### src/rtl/sdram_aref.sv
`default_nettype none
// ============================================================================
// Module   : sdram_aref
// Function : SDRAM periodic auto-refresh engine (PRECHARGE-all, tRP,
//            AUTO REFRESH, tRFC) with arbiter request/grant handshake.
// Revision : 1.0 - initial release
// ============================================================================
module sdram_aref #(
   parameter int REF_INTERVAL = 1287,
   parameter int TRP_CYC      = 3,
   parameter int TRFC_CYC     = 12
) (
   input  logic        sclk,
   input  logic        srst,
   input  logic        init_done,
   output logic        aref_req,
   input  logic        aref_en,
   output logic        aref_end,
   output logic        aref_cs_n,
   output logic        aref_ras_n,
   output logic        aref_cas_n,
   output logic        aref_we_n,
   output logic [10:0] aref_addr,
   output logic [1:0]  aref_ba,
   output logic        aref_overrun
);

   localparam int c_s_idle = 0;
   localparam int c_s_pre  = 1;
   localparam int c_s_trp  = 2;
   localparam int c_s_aref = 3;
   localparam int c_s_trfc = 4;
   localparam int c_s_end  = 5;

   localparam logic [5:0] c_st_idle = 6'b000001;
   localparam logic [5:0] c_st_pre  = 6'b000010;
   localparam logic [5:0] c_st_trp  = 6'b000100;
   localparam logic [5:0] c_st_aref = 6'b001000;
   localparam logic [5:0] c_st_trfc = 6'b010000;
   localparam logic [5:0] c_st_end  = 6'b100000;

   localparam logic [15:0] c_ref_last  = 16'(REF_INTERVAL - 1);
   // Wait states last CYC-1 cycles, so the counter runs CYC-2 down to 0.
   localparam logic [4:0]  c_trp_load  = 5'(TRP_CYC - 2);
   localparam logic [4:0]  c_trfc_load = 5'(TRFC_CYC - 2);

   logic [5:0]  r_state;
   logic [5:0]  w_state_nxt;
   logic [4:0]  r_dly;
   logic [15:0] r_int_cnt;
   logic        r_init_seen;
   logic        r_aref_req;
   logic        r_overrun;
   logic        w_wrap;
   logic        w_grant;
   logic        w_dly_zero;
   logic [3:0]  w_cmd;
   logic [10:0] w_addr;

   assign w_wrap     = r_init_seen && (r_int_cnt == c_ref_last);
   assign w_grant    = r_state[c_s_idle] && r_aref_req && aref_en;
   assign w_dly_zero = (r_dly == 5'd0);

   // Interval timer runs free so refreshes are spaced start-to-start.
   always_ff @(posedge sclk or posedge srst) begin
      if (srst) begin
         r_init_seen <= 1'b0;
         r_int_cnt   <= 16'd0;
         r_aref_req  <= 1'b0;
         r_overrun   <= 1'b0;
      end else begin
         if (init_done)
            r_init_seen <= 1'b1;
         if (r_init_seen)
            r_int_cnt <= w_wrap ? 16'd0 : r_int_cnt + 16'd1;
         if (w_wrap) begin
            r_aref_req <= 1'b1;
            if (r_aref_req && !w_grant)
               r_overrun <= 1'b1;
         end else if (w_grant) begin
            r_aref_req <= 1'b0;
         end
      end
   end

   always_ff @(posedge sclk or posedge srst) begin
      if (srst) begin
         r_state <= c_st_idle;
         r_dly   <= 5'd0;
      end else begin
         r_state <= w_state_nxt;
         if (r_state[c_s_pre])
            r_dly <= c_trp_load;
         else if (r_state[c_s_aref])
            r_dly <= c_trfc_load;
         else if ((r_state[c_s_trp] || r_state[c_s_trfc]) && !w_dly_zero)
            r_dly <= r_dly - 5'd1;
      end
   end

   always_comb begin
      w_state_nxt = c_st_idle;
      if (r_state[c_s_idle])
         w_state_nxt = w_grant ? c_st_pre : c_st_idle;
      else if (r_state[c_s_pre])
         w_state_nxt = c_st_trp;
      else if (r_state[c_s_trp])
         w_state_nxt = w_dly_zero ? c_st_aref : c_st_trp;
      else if (r_state[c_s_aref])
         w_state_nxt = c_st_trfc;
      else if (r_state[c_s_trfc])
         w_state_nxt = w_dly_zero ? c_st_end : c_st_trfc;
      else if (r_state[c_s_end])
         w_state_nxt = c_st_idle;
   end

   always_comb begin
      w_cmd  = 4'b0111;
      w_addr = 11'd0;
      if (r_state[c_s_pre]) begin
         w_cmd  = 4'b0010;
         w_addr = 11'h400;
      end else if (r_state[c_s_aref]) begin
         w_cmd  = 4'b0001;
      end
   end

   assign {aref_cs_n, aref_ras_n, aref_cas_n, aref_we_n} = w_cmd;
   assign aref_addr    = w_addr;
   assign aref_end     = r_state[c_s_end];
   assign aref_req     = r_aref_req;
   assign aref_overrun = r_overrun;
   assign aref_ba      = 2'b00;

endmodule
`default_nettype wire

### config.mk
export PLATFORM = sky130hd
export DESIGN_NAME = sdram_aref
export DESIGN_NICKNAME = d
export VERILOG_FILES = /design/src/rtl/sdram_aref.sv
export SDC_FILE = /design/constraint.sdc
export NUM_CORES = 1
export LEC_CHECK = 0
export BUFFER_PORTS_ARGS = -buffer_cell sky130_fd_sc_hd__buf_4
export CAP_MARGIN = 15
export CORE_ASPECT_RATIO = 2
export CORE_MARGIN = 4
export CORE_UTILIZATION = 25
export CTS_CLUSTER_DIAMETER = 40
export CTS_CLUSTER_SIZE = 40
export DETAILED_ROUTE_END_ITERATION = 10
export PLACE_DENSITY_LB_ADDON = 0.15
export SLEW_MARGIN = 20
export SYNTH_ARGS = -nofsm -noshare
export SYNTH_HDL_FRONTEND = slang
export SYNTH_SLANG_ARGS = --single-unit
### constraint.sdc
create_clock -name sclk -period 5.2 [get_ports sclk]
set_clock_uncertainty 0.15 [all_clocks]
set_input_delay 1.56 -clock sclk [delete_from_list [all_inputs] [get_ports sclk]]
set_output_delay 1.56 -clock sclk [all_outputs]
set_load 0.1 [all_outputs]
==> Implementation_results.wiki <==
{| class="wikitable"
! Metric !! Value
|-
| Switching fraction of total power || 31.4%
|-
| Synthesized instance count || roughly 140
|-
| Max Cap Violations || 0
|-
| Chip Width || around 63 microns
|-
| Static Leakage || roughly 0.79 nW
|-
| Worst setup slack after layout || roughly 2200 ps
|-
| Post-CTS Setup Inserts || 0
|-
| Primary FF master, synth || dfrtp_1
|-
| Category of the most critical setup path || reg2out
|-
| Post-CTS resize count || 0
|-
| Biggest area consumer among synthesized cells || dfrtp_1
|-
| CP Data Required Time || roughly 3500 ps
|-
| Class of the worst hold path || reg2reg
|-
| Cells along the critical path || inv_1, nand2_1, buf_4
|-
| Sw power || 0.224 mW
|-
| DP HPWL || around 2.1 mm
|-
| Clk slew on worst S/H paths || 50 ps
|-
| Placeable core region || 5760 sq um
|-
| Buffer type at the clock tree root || clkbuf_16
|-
| Fillers || ~620
|-
| Boundary pin count || 24
|-
| Final slew viol count || 0
|-
| DR DRC count || 0
|-
| Share of the yosys chip area belonging to registers || between 50% and 60%
|-
| Area of combinational cells with multiple inputs || 614 sq um
|-
| Sequential share of power || around 41%
|-
| Height of the die || 117 microns
|-
| Share of power burned in the clock network || around two fifths
|-
| Share of the synthesized area in the top cell type || between 40 and 50%
|-
| Clock sink total || 30
|-
| CTS max path bufs || 2
|-
| #FFs+latches synth || 30
|-
| Top cells by area in the synthesized netlist || dfrtp_1 (49%), buf_4 (7.0%), xnor2_1 (6.5%)
|-
| Largest vdd supply drop || around 0.19 mV
|-
| Worst EP arrival || around 1300 ps
|-
| Number of global-route vias before repair || about 1000
|-
| Fraction of final layout cells with drive strength greater than 1 || 16.7%
|-
| Layout-stage area growth over the synthesis result || 15.2%
|-
| Number of setup violations in the final report || 0
|-
| Insertion delay of the later-clocked pin in the worst-skew pair || between 200 and 300 ps
|-
| Delay of the slowest cell on the worst path || 510 ps
|-
| Final weighted congestion in routability-driven placement || a little under 0.7
|-
| Post-synth EDFFs || 0
|-
| Cell-internal power || between 0.4 and 0.5 mW
|-
| Buffers added on ports || 10
|-
| Maximum level of the CTS H-tree || 2
|-
| Cell types with the highest counts after synthesis || dfrtp_1 (29), buf_4 (14), inv_1 (11), nor2_1 (11), xnor2_1 (11)
|-
| Category of the worst setup path launch point || flip-flop
|-
| Most repeated cell in the gate-level netlist after synthesis || dfrtp_1
|-
| Drt initial violations || 21
|-
| Overflow left after global routing || 0
|-
| Crit Path Max Fanout || 10
|-
| Number of antenna-violating nets in the routed design || 0
|-
| Number of cells after detailed placement || approximately 210
|-
| Power per Cell Area || about 410 nW/um^2
|-
| Iteration count of the initial detailed-routing pass || 4
|-
| Initial standard-cell utilization of the core || approximately 26%
|-
| Largest net degree at the start of global routing || 31
|-
| Total via count after detailed routing || about 1000
|-
| Number of antenna violations at the first check in global routing || 0
|-
| Synth warn || 0
|-
| Final Instance Count excl. Fillers || approximately 220
|-
| Worst slack at placement || 2490 ps
|-
| Endpoint type of the worst setup path || primary output
|-
| Sequential cell area || approximately 750 sq um
|-
| Final critical-path share of the clock period || 57.7%
|-
| Final count of hold timing violations || 0
|-
| NumNets Final || approximately 160
|-
| First-pass GRT wire length || 5.02 mm
|-
| Total global-route track usage || 9.17%
|-
| Total CTS buffers || 5
|-
| Async set-or-reset flop fraction in the synthesized netlist || 100%
|-
| CTS tree || yes
|-
| Share of total power in combinational logic || 17.4%
|-
| Synthesized area per cell || roughly 10 sq um
|-
| Outcome || complete, no violations
|-
| Quantity of hold-fixing buffers added after cts || 0
|-
| Post-Syn Area || roughly 1500 sq um
|-
| Routed WL || between 2 and 3 mm
|-
| Count of different cell masters after synthesis || 35
|-
| Period minus WS final || 3000 ps
|-
| Slowest cell on the critical path || dfrtp_1
|-
| WL/cell || between 10 and 15 microns
|-
| Maximum frequency from static timing analysis || around 330 MHz
|-
| Number of core rows || 39
|-
| Summed negative setup slack over all endpoints || 0 ps
|-
| Fraction of the core area covered by cells at the end of the flow || roughly 30%
|-
| Routed vias/inst || roughly 4.6
|-
| N_diodes || 0
|-
| Setup repair after global routing missed its margin || false
|-
| Total die area || 7340 sq um
|-
| Power consumption || 0.713 mW
|}
[power by group through the flow]
stage          clock (mW)  combinational [mW]  sequential [mW]
2_1_floorplan           0               0.118            0.287
3_3_place_gp            0               0.122            0.297
3_5_place_dp            0               0.126            0.298
4_1_cts             0.306               0.126            0.295
5_1_grt             0.316               0.138            0.300
6_report            0.294               0.124            0.295
[layout make-up]
type | instances | area share [%]
Multi-Input combinational cell | 96 | 35.8
Inverter | 11 | 2.40
Clock buffer | 6 | 8.08
Clock inverter | 2 | 0.728
Timing Repair Buffer | 11 | 4.81
Tap cell | 61 | 4.44
Sequential cell | 30 | 43.8
[stage by stage]
| stage | hold slack, ps | area [sq um] |
|---|---|---|
| 6_report | 329 | 1720 |
| 5_1_grt | 351 | 1720 |
| 4_1_cts | 334 | 1720 |
| 3_5_place_dp | 322 | 1570 |
| 3_3_place_gp | 311 | 1570 |
| 2_1_floorplan | 296 | 1540 |
[final timing paths]
path                               start             to  slack, ps  cells after the start
min                        r_int_cnt[15]  r_int_cnt[15]        330                      1
min in group asynchronous           srst  r_int_cnt[10]       1210                      3
max                           r_state[1]     aref_cas_n       2200                      3
min reg2reg                r_int_cnt[15]  r_int_cnt[15]        330                      1
max in group asynchronous           srst     r_state[0]       3370                      3
max reg2reg                 r_int_cnt[0]   r_int_cnt[1]       3280                      5
[worst max-delay path, delay by kind of cell (launching register included)]
kind                   cells  cell delay, ps
buffers and inverters      2             420
DFF                        1             510
and+or+nand+nor            1              90
[metal layers]
layer | vias to the layer above | routed length [microns] | GRT usage, %
met3 | 7 | 141 | 3.34
li1 | 484 | - | -
met5 | - | 0 | 0
met4 | 0 | 90 | 6.19
met1 | 489 | 1110 | 9.53
met2 | 23 | 1620 | 15.5
[cell families (layout without fill, tap and decap cells)]
family                   count (synthesis)  in the layout  synth area share (%)
AND/OR/NAND/NOR                         48             48                  18.5
adder cells (fa/ha/maj)                  3              3                  2.52
other                                    1             13                 0.251
flip-flops                              30             30                  50.4
AO/OA/AOI/OAI                           16             16                  7.55
XOR/XNOR                                16             16                  9.40
buffers and inverters                   29             30                  11.4
[sequential cells by signal, summed over array words and instances (netlist names)]
register / flops
r_state: 6
r_init_seen: 1
r_dly: 5
aref_overrun: 1
r_int_cnt: 16
aref_req: 1
[cells in the final DEF, fill, tap and decap left out, types with 5 or more instances in the layout]
cell type | netlist | layout
dfrtp_1 | 29 | 29
conb_1 | 1 | 13
nor2_1 | 11 | 11
inv_1 | 11 | 11
xnor2_1 | 11 | 11
buf_4 | 14 | 11
nand2_1 | 9 | 9
nor3_1 | 5 | 5
xor2_1 | 5 | 5
clkbuf_16 | 0 | 5
Note: power is estimated with default switching activity, not from simulation.
